===== config.mk =====
export PLATFORM = sky130hd
export DESIGN_NAME = layer_scan_flat
export DESIGN_NICKNAME = d
export VERILOG_FILES = /design/src/rtl/layer_scan_pkg.sv /design/src/rtl/layer_scan_if.sv /design/src/rtl/layer_scan_lane_out.sv /design/src/rtl/layer_scan.sv /design/src/flat_wrapper.sv
export SDC_FILE = /design/constraint.sdc
export NUM_CORES = 1
export LEC_CHECK = 0
export ABC_AREA = 1
export CORE_MARGIN = 1
export CORE_UTILIZATION = 50
export DETAILED_ROUTE_END_ITERATION = 10
export DONT_BUFFER_PORTS = 1
export GPL_TIMING_DRIVEN = 0
export PLACE_DENSITY = 0.74
export SYNTH_ARGS = -nofsm -noshare
export SYNTH_HDL_FRONTEND = slang
export SYNTH_SLANG_ARGS = --single-unit

===== constraint.sdc =====
create_clock -name clk_in -period 4.6 [get_ports clk_in]
set_clock_uncertainty 0.05 [all_clocks]
set_input_delay 0.92 -clock clk_in [delete_from_list [all_inputs] [get_ports clk_in]]
set_output_delay 0.92 -clock clk_in [all_outputs]
set_load 0.1 [all_outputs]

===== src/rtl/layer_scan_pkg.sv =====
// Shared types and defaults for the eight-layer NeoPixel scanner.
package layer_pkg;

    localparam int LAYERS = 8;
    localparam int PIXELS = 64;
    localparam int ADDR_W = 6;
    localparam int WORD_W = 24;

    localparam logic [7:0]  T0H        = 8'd20;
    localparam logic [7:0]  T1H        = 8'd40;
    localparam logic [7:0]  TBIT       = 8'd100;
    localparam logic [15:0] RST_CYCLES = 16'd4000;

    typedef enum logic [2:0] {
        IDLE,
        FETCH,
        LOAD,
        SEND,
        LATCH
    } state_t;

    typedef logic [LAYERS-1:0][WORD_W-1:0] layer_words_t;

    // A one-cycle bit period cannot hold a high and a low phase.
    function automatic logic [7:0] clamp_tbit(input logic [7:0] t);
        return (t < 8'd2) ? 8'd2 : t;
    endfunction

endpackage


===== src/rtl/layer_scan_if.sv =====
// Frame control, timing, layer RAM read port and serial outputs of the scanner.
interface layer_scan_if;
    import layer_pkg::*;

    logic               frame_rdy_in;
    logic [7:0]         t0h_in;
    logic [7:0]         t1h_in;
    logic [7:0]         tbit_in;
    logic               rd_en_out;
    logic [ADDR_W-1:0]  rd_addr_out;
    layer_words_t       rd_data_in;
    logic [LAYERS-1:0]  data_out;
    logic               busy_out;
    logic               done_out;

    modport master (
        output frame_rdy_in, t0h_in, t1h_in, tbit_in, rd_data_in,
        input  rd_en_out, rd_addr_out, data_out, busy_out, done_out
    );

    modport slave (
        input  frame_rdy_in, t0h_in, t1h_in, tbit_in, rd_data_in,
        output rd_en_out, rd_addr_out, data_out, busy_out, done_out
    );

endinterface


===== src/rtl/layer_scan_lane_out.sv =====
// One serial lane: GRB shift register, MSB first, and the high-time comparator.
module lane_out (
    input  logic        clk,
    input  logic        rst_n,
    input  logic        load,
    input  logic        shift,
    input  logic        active,
    input  logic [23:0] word,
    input  logic [7:0]  cnt,
    input  logic [7:0]  t0h,
    input  logic [7:0]  t1h,
    output logic        line
);
    logic [23:0] shreg;

    always_ff @(posedge clk or negedge rst_n) begin
        if (!rst_n) begin
            shreg <= '0;
        end else if (load) begin
            shreg <= word;
        end else if (shift) begin
            shreg <= {shreg[22:0], 1'b0};
        end
    end

    // High time >= period gives a solid high, zero gives a solid low.
    assign line = active && (cnt < (shreg[23] ? t1h : t0h));

endmodule


===== src/rtl/layer_scan.sv =====
// Scans PIXELS words from eight layer RAMs out onto eight NeoPixel lines in lockstep.
//   state | meaning
//   IDLE  | waiting for frame_rdy_in (or a pending frame)
//   FETCH | read address 0
//   LOAD  | capture pixel 0 into the lane shift registers
//   SEND  | serialise 24 bits per pixel, prefetching the next pixel during bit 0
//   LATCH | hold all lines low for RST_CYCLES, done_out on the last cycle
module layer_scan #(
    parameter logic [15:0] RST_CYCLES = layer_pkg::RST_CYCLES,
    parameter int          PIXELS     = layer_pkg::PIXELS
) (
    input logic         clk_in,
    input logic         rst_n_in,
    layer_scan_if.slave bus
);
    import layer_pkg::*;

    localparam logic [ADDR_W-1:0] LAST_ADDR  = ADDR_W'(PIXELS - 1);
    localparam logic [15:0]       LATCH_LOAD = (RST_CYCLES == 16'd0) ? 16'd0 : RST_CYCLES - 16'd1;

    state_t             state, state_nxt;
    logic [7:0]         t0h, t1h, tbit;
    logic [7:0]         cnt;
    logic [4:0]         bit_idx;
    logic [ADDR_W-1:0]  addr;
    logic [15:0]        latch_cnt;
    logic               pending;
    logic               pf_cap;
    layer_words_t       staging;
    layer_words_t       load_word;

    logic               go, start, bit_end, pix_end, last_pixel, prefetch, lat_done;
    logic               lane_load, lane_shift, lane_active;
    logic               rd_en, busy, done;
    logic [ADDR_W-1:0]  rd_addr;
    logic [LAYERS-1:0]  lines;

    assign go          = bus.frame_rdy_in || pending;
    assign lat_done    = (state == LATCH) && (latch_cnt == 16'd0);
    assign start       = ((state == IDLE) || lat_done) && go;
    assign bit_end     = (state == SEND) && (cnt == tbit - 8'd1);
    assign pix_end     = bit_end && (bit_idx == 5'd0);
    assign last_pixel  = (addr == LAST_ADDR);
    assign prefetch    = (state == SEND) && (bit_idx == 5'd0) && (cnt == 8'd0) && !last_pixel;

    assign lane_active = (state == SEND);
    assign lane_load   = (state == LOAD) || (pix_end && !last_pixel);
    assign lane_shift  = bit_end && (bit_idx != 5'd0);
    // With tbit=2 the prefetched word arrives on the very cycle it is needed.
    assign load_word   = ((state == LOAD) || pf_cap) ? bus.rd_data_in : staging;

    always_ff @(posedge clk_in or negedge rst_n_in) begin
        if (!rst_n_in) begin
            state <= IDLE;
        end else begin
            state <= state_nxt;
        end
    end

    always_comb begin
        state_nxt = state;
        rd_en     = 1'b0;
        rd_addr   = '0;
        busy      = 1'b1;
        done      = 1'b0;
        case (state)
            IDLE: begin
                busy = 1'b0;
                if (go) state_nxt = FETCH;
            end
            FETCH: begin
                rd_en     = 1'b1;
                state_nxt = LOAD;
            end
            LOAD: state_nxt = SEND;
            SEND: begin
                if (prefetch) begin
                    rd_en   = 1'b1;
                    rd_addr = addr + ADDR_W'(1);
                end
                if (pix_end && last_pixel) state_nxt = LATCH;
            end
            LATCH: begin
                if (lat_done) begin
                    done      = 1'b1;
                    state_nxt = go ? FETCH : IDLE;
                end
            end
            default: begin
                busy      = 1'b0;
                state_nxt = IDLE;
            end
        endcase
    end

    always_ff @(posedge clk_in or negedge rst_n_in) begin
        if (!rst_n_in) begin
            t0h       <= '0;
            t1h       <= '0;
            tbit      <= 8'd2;
            cnt       <= '0;
            bit_idx   <= '0;
            addr      <= '0;
            latch_cnt <= '0;
            pending   <= 1'b0;
            pf_cap    <= 1'b0;
            staging   <= '0;
        end else begin
            pf_cap <= prefetch;
            if (pf_cap) staging <= bus.rd_data_in;

            // Timing is frozen for the whole frame; extra requests collapse into one.
            if (start) begin
                t0h     <= bus.t0h_in;
                t1h     <= bus.t1h_in;
                tbit    <= clamp_tbit(bus.tbit_in);
                pending <= 1'b0;
            end else if (bus.frame_rdy_in && (state != IDLE)) begin
                pending <= 1'b1;
            end

            case (state)
                FETCH: addr <= '0;
                LOAD: begin
                    cnt     <= '0;
                    bit_idx <= 5'd23;
                end
                SEND: begin
                    if (bit_end) begin
                        cnt <= '0;
                        if (bit_idx != 5'd0) begin
                            bit_idx <= bit_idx - 5'd1;
                        end else if (!last_pixel) begin
                            bit_idx <= 5'd23;
                            addr    <= addr + ADDR_W'(1);
                        end else begin
                            latch_cnt <= LATCH_LOAD;
                        end
                    end else begin
                        cnt <= cnt + 8'd1;
                    end
                end
                LATCH: if (!lat_done) latch_cnt <= latch_cnt - 16'd1;
                default: ;
            endcase
        end
    end

    for (genvar i = 0; i < LAYERS; i++) begin : g_lane
        lane_out u_lane (
            .clk    (clk_in),
            .rst_n  (rst_n_in),
            .load   (lane_load),
            .shift  (lane_shift),
            .active (lane_active),
            .word   (load_word[i]),
            .cnt    (cnt),
            .t0h    (t0h),
            .t1h    (t1h),
            .line   (lines[i])
        );
    end

    assign bus.data_out    = lines;
    assign bus.rd_en_out   = rd_en;
    assign bus.rd_addr_out = rd_addr;
    assign bus.busy_out    = busy;
    assign bus.done_out    = done;

endmodule


===== src/flat_wrapper.sv =====
// flat-port wrapper written by rule: the top's interface ports become plain ports
module layer_scan_flat import layer_pkg::*;
#(
    parameter logic [15:0] RST_CYCLES = layer_pkg::RST_CYCLES,
    parameter int          PIXELS     = layer_pkg::PIXELS
)
  (clk_in, rst_n_in, bus_frame_rdy_in, bus_t0h_in, bus_t1h_in, bus_tbit_in, bus_rd_data_in, bus_rd_en_out, bus_rd_addr_out, bus_data_out, bus_busy_out, bus_done_out);
  layer_scan_if bus_i ();
  input logic clk_in;
  input logic rst_n_in;
  input wire logic [$bits(bus_i.frame_rdy_in)-1:0] bus_frame_rdy_in;
  input wire logic [$bits(bus_i.t0h_in)-1:0] bus_t0h_in;
  input wire logic [$bits(bus_i.t1h_in)-1:0] bus_t1h_in;
  input wire logic [$bits(bus_i.tbit_in)-1:0] bus_tbit_in;
  input wire logic [$bits(bus_i.rd_data_in)-1:0] bus_rd_data_in;
  output wire logic [$bits(bus_i.rd_en_out)-1:0] bus_rd_en_out;
  output wire logic [$bits(bus_i.rd_addr_out)-1:0] bus_rd_addr_out;
  output wire logic [$bits(bus_i.data_out)-1:0] bus_data_out;
  output wire logic [$bits(bus_i.busy_out)-1:0] bus_busy_out;
  output wire logic [$bits(bus_i.done_out)-1:0] bus_done_out;
  assign bus_i.frame_rdy_in = bus_frame_rdy_in;
  assign bus_i.t0h_in = bus_t0h_in;
  assign bus_i.t1h_in = bus_t1h_in;
  assign bus_i.tbit_in = bus_tbit_in;
  assign bus_i.rd_data_in = bus_rd_data_in;
  assign bus_rd_en_out = bus_i.rd_en_out;
  assign bus_rd_addr_out = bus_i.rd_addr_out;
  assign bus_data_out = bus_i.data_out;
  assign bus_busy_out = bus_i.busy_out;
  assign bus_done_out = bus_i.done_out;
  layer_scan #(.RST_CYCLES(RST_CYCLES), .PIXELS(PIXELS)) u_core (.clk_in(clk_in), .rst_n_in(rst_n_in), .bus(bus_i));
endmodule

==> impl_metrics.tcl, run 1 <==
set metrics [dict create \
    outcome "complete, but fails checks" \
    violations "max-slew violations" \
    sw_frac_of_total 0.3749 \
    worst_pin_slew_ns 1.614 \
    grt_pass1_wl_um 101200 \
    wl_per_cell_um 16.55 \
    setup_violations 0 \
    cts_buffers 48 \
    p_switching_w 0.006065 \
    wl_um 62060 \
    async_flop_share 1.000 \
    ys.flop_type "dfrtp_1" \
    cts_resized 0 \
    fin_crit_ns 4.476 \
    end_kind "output port" \
    period_share 0.9730 \
    synth.avg_cell_area_um2 7.529 \
    powerDensity_nw_per_um2 633.6 \
    fin_hold_ws_ns 0.06177 \
    layout_common_cells "1,197 x nand2_1, 499 x o21ai_0, 447 x dfrtp_1, 248 x inv_1, 224 x nand3_1" \
    total_power_w 0.01618 \
    worstSetupPathType "flip-flop to output port" \
    die-area_um2 46890 \
    rsz0062_at_grt "false" \
    cts_max_level 2 \
    first_pass_iters 6 \
    coreArea_um2 45380 \
    crit_path_start_kind "flip-flop" \
    syn2layout_area_growth_pct 10.93 \
    io_pins 236 \
    layout_setup_ws_ns 0.1240 \
    synth.distinct_cells 32 \
    r2r_slack_ns 1.50 \
    synth_area_um2 23020 \
    power_frac_seq 0.418 \
    ys_seq_elements 448 \
    place.gp.congestion 0.8959 \
    grt_max_degree 449 \
    mostFrequentLayoutCell "nand2_1" \
    final_layout_size_suffix_gt1_frac 0.05683 \
    vias 20340 \
    ys_warn_count 0 \
    die_x_um 216.6 \
    r2r-start "u_core.tbit[1]" \
    synth_edf_count 0 \
    grt-ovfl-total 0 \
    synth_cells 3057 \
    slew_viol_final 171 \
    max-vdd-ir-drop_uv 669.3 \
    clkPwrFrac 0.251 \
    final_nets 3392 \
    cts_setup_buffers 0 \
    max_freq_ghz 0.2234 \
    clkTransAtPathRegs_ns 0.06 \
    antenna_left 0 \
    worst_ep_required_time_ns 3.63 \
    cp.arrival_ns 3.51 \
    min_path_type "primary input to asynchronous set/reset pin" \
    max-clock-path-buffers 3 \
    fillers 4154 \
    cts-root-buf "clkbuf_16" \
    p_int_w 0.01011 \
    antenna_found_initial 0 \
    dpl.hpwl_um 43550 \
    cp_max_fo 10 \
    setup_total_negative_slack_ns 0 \
    leakage_nw 11.96 \
    grt_pass1_vias 20030 \
    yosysSeqAreaShare 0.4871 \
    r2r-end "u_core.g_lane[7].u_lane.shreg[14]" \
    clock-sinks 448 \
    cts_tree "yes" \
    ff2ff_path_depth 16 \
    die_h_um 216.6 \
    io_buffers 0 \
    drt-initial-drc-count 1909 \
    n_antenna_cell 0 \
    rows 78 \
    finalHoldViolCount 0 \
    start_util 0.5072 \
    combinationalPowerShare 0.331 \
    grt_usage 0.2668 \
    drc 0 \
    drv_cap 0 \
    pre_cts_slack_ns 0.7709 \
    clkLatencyLatePin_ns 0.60 \
    vias_per_cell 5.425 \
    relSlewSlack -0.07626 \
    syn_nets 3338 \
]
[cell usage after synthesis, types with 13 or more instances]
master,instances,share of area
buf_2,32,0.0070
dfrtp_1,447,0.49
a21oi_1,40,0.0087
o21ai_0,499,0.11
nand3_1,224,0.049
ha_1,62,0.034
buf_6,20,0.0098
nor2_1,66,0.011
inv_1,248,0.040
clkbuf_1,103,0.017
nand2_1,1197,0.20
buf_4,19,0.0062
xor2_1,13,0.0049
[per-layer routing]
layer  GRT usage  share of wire  vias up
met1      0.3471           0.42     9797
met2      0.4358           0.47      585
li1            -              -     9834
met5           0              0        -
met4     0.09531          0.033        0
met3     0.06147          0.071      128
[worst max-delay path by stage]
stage                       start                 end  depth (start not counted)
global route        u_core.cnt[0]  bus_rd_addr_out[5]                          7
detailed placement  u_core.cnt[0]  bus_rd_addr_out[5]                          7
floorplan           u_core.cnt[0]  bus_rd_addr_out[5]                          7
finish              u_core.cnt[0]  bus_rd_addr_out[5]                          7
global placement    u_core.cnt[0]  bus_rd_addr_out[5]                          7
CTS                 u_core.cnt[0]  bus_rd_addr_out[5]                          7
[through the flow]
step / util / instances / area (µm²)
2_1_floorplan: - / 3057 / 23020
3_3_place_gp: 0.5237 / 3657 / 23770
3_5_place_dp: 0.5249 / 3659 / 23820
4_1_cts: 0.5618 / 3748 / 25490
5_1_grt: 0.5626 / 3750 / 25530
6_report: 0.5626 / 3750 / 25530
[cell families (layout without fill, tap and decap cells)]
| family | after synthesis | after routing | share of synthesized area |
|---|---|---|---|
| AOI/OAI and AO/OA | 561 | 561 | 0.1237 |
| xor gates and xnor gates | 16 | 16 | 0.006089 |
| adders and majority gates | 62 | 62 | 0.03370 |
| buffers and inverters | 444 | 537 | 0.08377 |
| DFF | 448 | 448 | 0.4871 |
| and+or+nand+nor | 1526 | 1526 | 0.2656 |
[power by group through the flow]
stage	clock network [W]	registers [W]	logic (W)
6_report	0.00407	0.00676	0.00535
5_1_grt	0.00427	0.00695	0.00618
3_3_place_gp	0	0.00671	0.00502
3_5_place_dp	0	0.00678	0.00530
4_1_cts	0.00414	0.00673	0.00533
2_1_floorplan	0	0.00647	0.00428
[area by class of cell]
type                    count  area [µm²]  area share
inverters                 260       975.9     0.03822
clock inverters            14       202.7    0.007939
multi-input cells        2165        9897      0.3876
plain buffers             184       952.2     0.03729
flip-flops and latches    448       11210      0.4391
well taps                 600       750.7     0.02940
repair buffers              4       68.82    0.002695
clock buffers              75        1473     0.05768
[critical path, cell delays in order, from the launching register on]
cell	delay [ns]
dfrtp_1	0.47
inv_1	0.11
clkbuf_1	0.43
ha_1	0.24
nand4_1	0.11
nor4_1	0.29
nand2_1	0.34
nor2_2	0.92
[sequential cells by signal, summed over array words and instances, names as in the netlist, 6 cells and up]
signal,flops
u_core.g_lane.u_lane.shreg,192
u_core.staging,192
u_core.latch_cnt,16
u_core.cnt,8
u_core.t0h,8
u_core.t1h,8
u_core.tbit,8
u_core.addr,6
Power figures use the tool's default switching activity.
==> inputs of run 2 (changes only) <==
--- a/config.mk
+++ b/config.mk
@@ -8,6 +8,7 @@
 export ABC_AREA = 1
 export CORE_MARGIN = 1
 export CORE_UTILIZATION = 50
+export CTS_CLUSTER_DIAMETER = 50
 export DETAILED_ROUTE_END_ITERATION = 10
 export DONT_BUFFER_PORTS = 1
 export GPL_TIMING_DRIVEN = 0
==> run 2 against run 1 <==
Effect of this change:
- the run now ends clean
- sequential cell count is the same
- count of clock-buffer cells in the layout grew 2
- worst setup slack gained 0.0038 ns
- cell count grew 0.27%
- critical path depth is the same
- worst hold slack lost 0.036 ns
- non-clock buffer count shrank 1
- sequential share of layout area shrank 0.15 points
- clock power grew 4%
- first-iteration DRC count shrank 5.0%
- sequential power is essentially flat
- highest routed layer unchanged
==> impl_metrics.tcl, run 2 (synthesized netlist as in run 1, its figures left out) <==
set metrics [dict create \
    outcome "completed" \
    r2r_slack_ns 1.50 \
    drt-initial-drc-count 1814 \
    clkTransAtPathRegs_ns 0.06 \
    end_kind "output port" \
    rows 78 \
    start_util 0.5072 \
    max-vdd-ir-drop_uv 670.5 \
    cp.arrival_ns 3.50 \
    cp_cell_sequence "inv_1, clkbuf_1, ha_1, nand4_1, nor4_1, nand2_1, nor2_2" \
    fin_crit_ns 4.472 \
    total_power_w 0.01635 \
    grt_pass1_vias 20110 \
    layout_common_cells "1,197 x nand2_1, 499 x o21ai_0, 447 x dfrtp_1, 248 x inv_1, 224 x nand3_1" \
    cts-root-buf "clkbuf_16" \
    layout_setup_ws_ns 0.1278 \
    rsz0062_at_grt "true" \
    min_path_type "primary input to asynchronous set/reset pin" \
    wl_um 62260 \
    io_buffers 0 \
    pre_cts_slack_ns 0.7709 \
    fin_hold_ws_ns 0.02608 \
    dpl.hpwl_um 43550 \
    layout.cells.non_filler 3760 \
    slew_viol_final 0 \
    cts_tree "yes" \
    ff2ff_path_depth 16 \
    max_freq_ghz 0.2236 \
    antenna_found_initial 0 \
    grt_usage 0.2686 \
    grt-ovfl-total 0 \
    cts_buffers 53 \
    cpMaxStageDelayCell "nor2_2" \
    final_cell_area_um2 25620 \
    final_layout_size_suffix_gt1_frac 0.05886 \
    max-clock-path-buffers 3 \
    syn2layout_area_growth_pct 11.32 \
    worst_pin_slew_ns 1.062 \
    leakage_nw 11.98 \
    relSlewSlack 0.2911 \
    r2r-start "u_core.tbit[1]" \
    cts_setup_buffers 0 \
    cp_max_fo 10 \
    antenna_left 0 \
    placedCellCount 3659 \
    worst_ep_required_time_ns 3.63 \
    final_nets 3396 \
    crit_path_start_kind "flip-flop" \
    seq_area_um2 11210 \
    mostFrequentLayoutCell "nand2_1" \
    grt_max_degree 449 \
    period_share 0.9722 \
    clock-sinks 448 \
    setup_violations 0 \
    wl_per_cell_um 16.56 \
    multi_input_area_um2 9897 \
    coreArea_um2 45380 \
    clkLatencyLatePin_ns 0.60 \
    worstSetupPathType "flip-flop to output port" \
    n_antenna_cell 0 \
    die_x_um 216.6 \
    drv_cap 0 \
    vias 20430 \
    place.gp.congestion 0.8959 \
    crit_path_max_incr_delay_ns 0.92 \
    io_pins 236 \
    reg_top3 "u_core.g_lane.u_lane.shreg: 192 flops, u_core.staging: 192 flops, u_core.latch_cnt: 16 flops" \
    drc 0 \
    die-area_um2 46890 \
    die_h_um 216.6 \
    first_pass_iters 8 \
    place_area_um2 23820 \
    r2r-end "u_core.g_lane[7].u_lane.shreg[14]" \
    powerDensity_nw_per_um2 638.1 \
    fillers 4166 \
    grt_pass1_wl_um 101700 \
    cts_resized 0 \
    vias_per_cell 5.432 \
    finalHoldViolCount 0 \
    cts_max_level 2 \
]
[run 2: cell types whose count changed in the layout (fill, tap and decap cells not counted), sizes merged]
cell	before	now
clkinvlp	0	5
inv	253	256
clkbuf	178	180
clkinv	17	19
bufinv	4	3
dlygate4sd3	1	0
[run 2: layout make-up]
cell class / instances / area share
multi-input cells: 2165 / 0.3863
inverters: 260 / 0.03809
plain buffers: 184 / 0.03716
well taps: 600 / 0.02930
clock buffers: 77 / 0.06006
flip-flops and latches: 448 / 0.4376
repair buffers: 3 / 0.002295
clock inverters: 23 / 0.009229
[run 2: worst max-delay path by stage]
stage,startpoint,end,cells past startpoint
after floorplan,u_core.cnt[0],bus_rd_addr_out[5],7
after global placement,u_core.cnt[0],bus_rd_addr_out[5],7
after detailed placement,u_core.cnt[0],bus_rd_addr_out[5],7
after CTS,u_core.cnt[0],bus_rd_addr_out[5],7
after global routing,u_core.cnt[0],bus_rd_addr_out[5],7
final,u_core.cnt[0],bus_rd_addr_out[5],7
[run 2: critical path: cells and delay by family (launching register included)]
family                     cells  cell delay (ns)
and+or+nand+nor                4             1.66
buffers and inverters          2             0.53
DFF                            1             0.46
adders and majority gates      1             0.24
[run 2: report_power, final]
group,internal (W),switching [W],total [W]
clock network,0.00251,0.00173,0.00424
logic,0.00193,0.00342,0.00535
registers,0.00575,0.00101,0.00676
total,0.0102,0.00616,0.0163
[run 2: through the flow]
stage,TNS [ns],utilization
after CTS,0,0.5640
after detailed placement,0,0.5249
after global placement,0,0.5237
after global routing,-0.008916,0.5646
final,0,0.5646
after floorplan,0,-
[run 2: layer usage]
layer  up-vias  share of wire  global-route usage
met2       651           0.47              0.4390
li1       9855              -                   -
met4         0          0.034             0.09507
met1      9785           0.42              0.3474
met3       134          0.078             0.06554
met5         -              0                   0
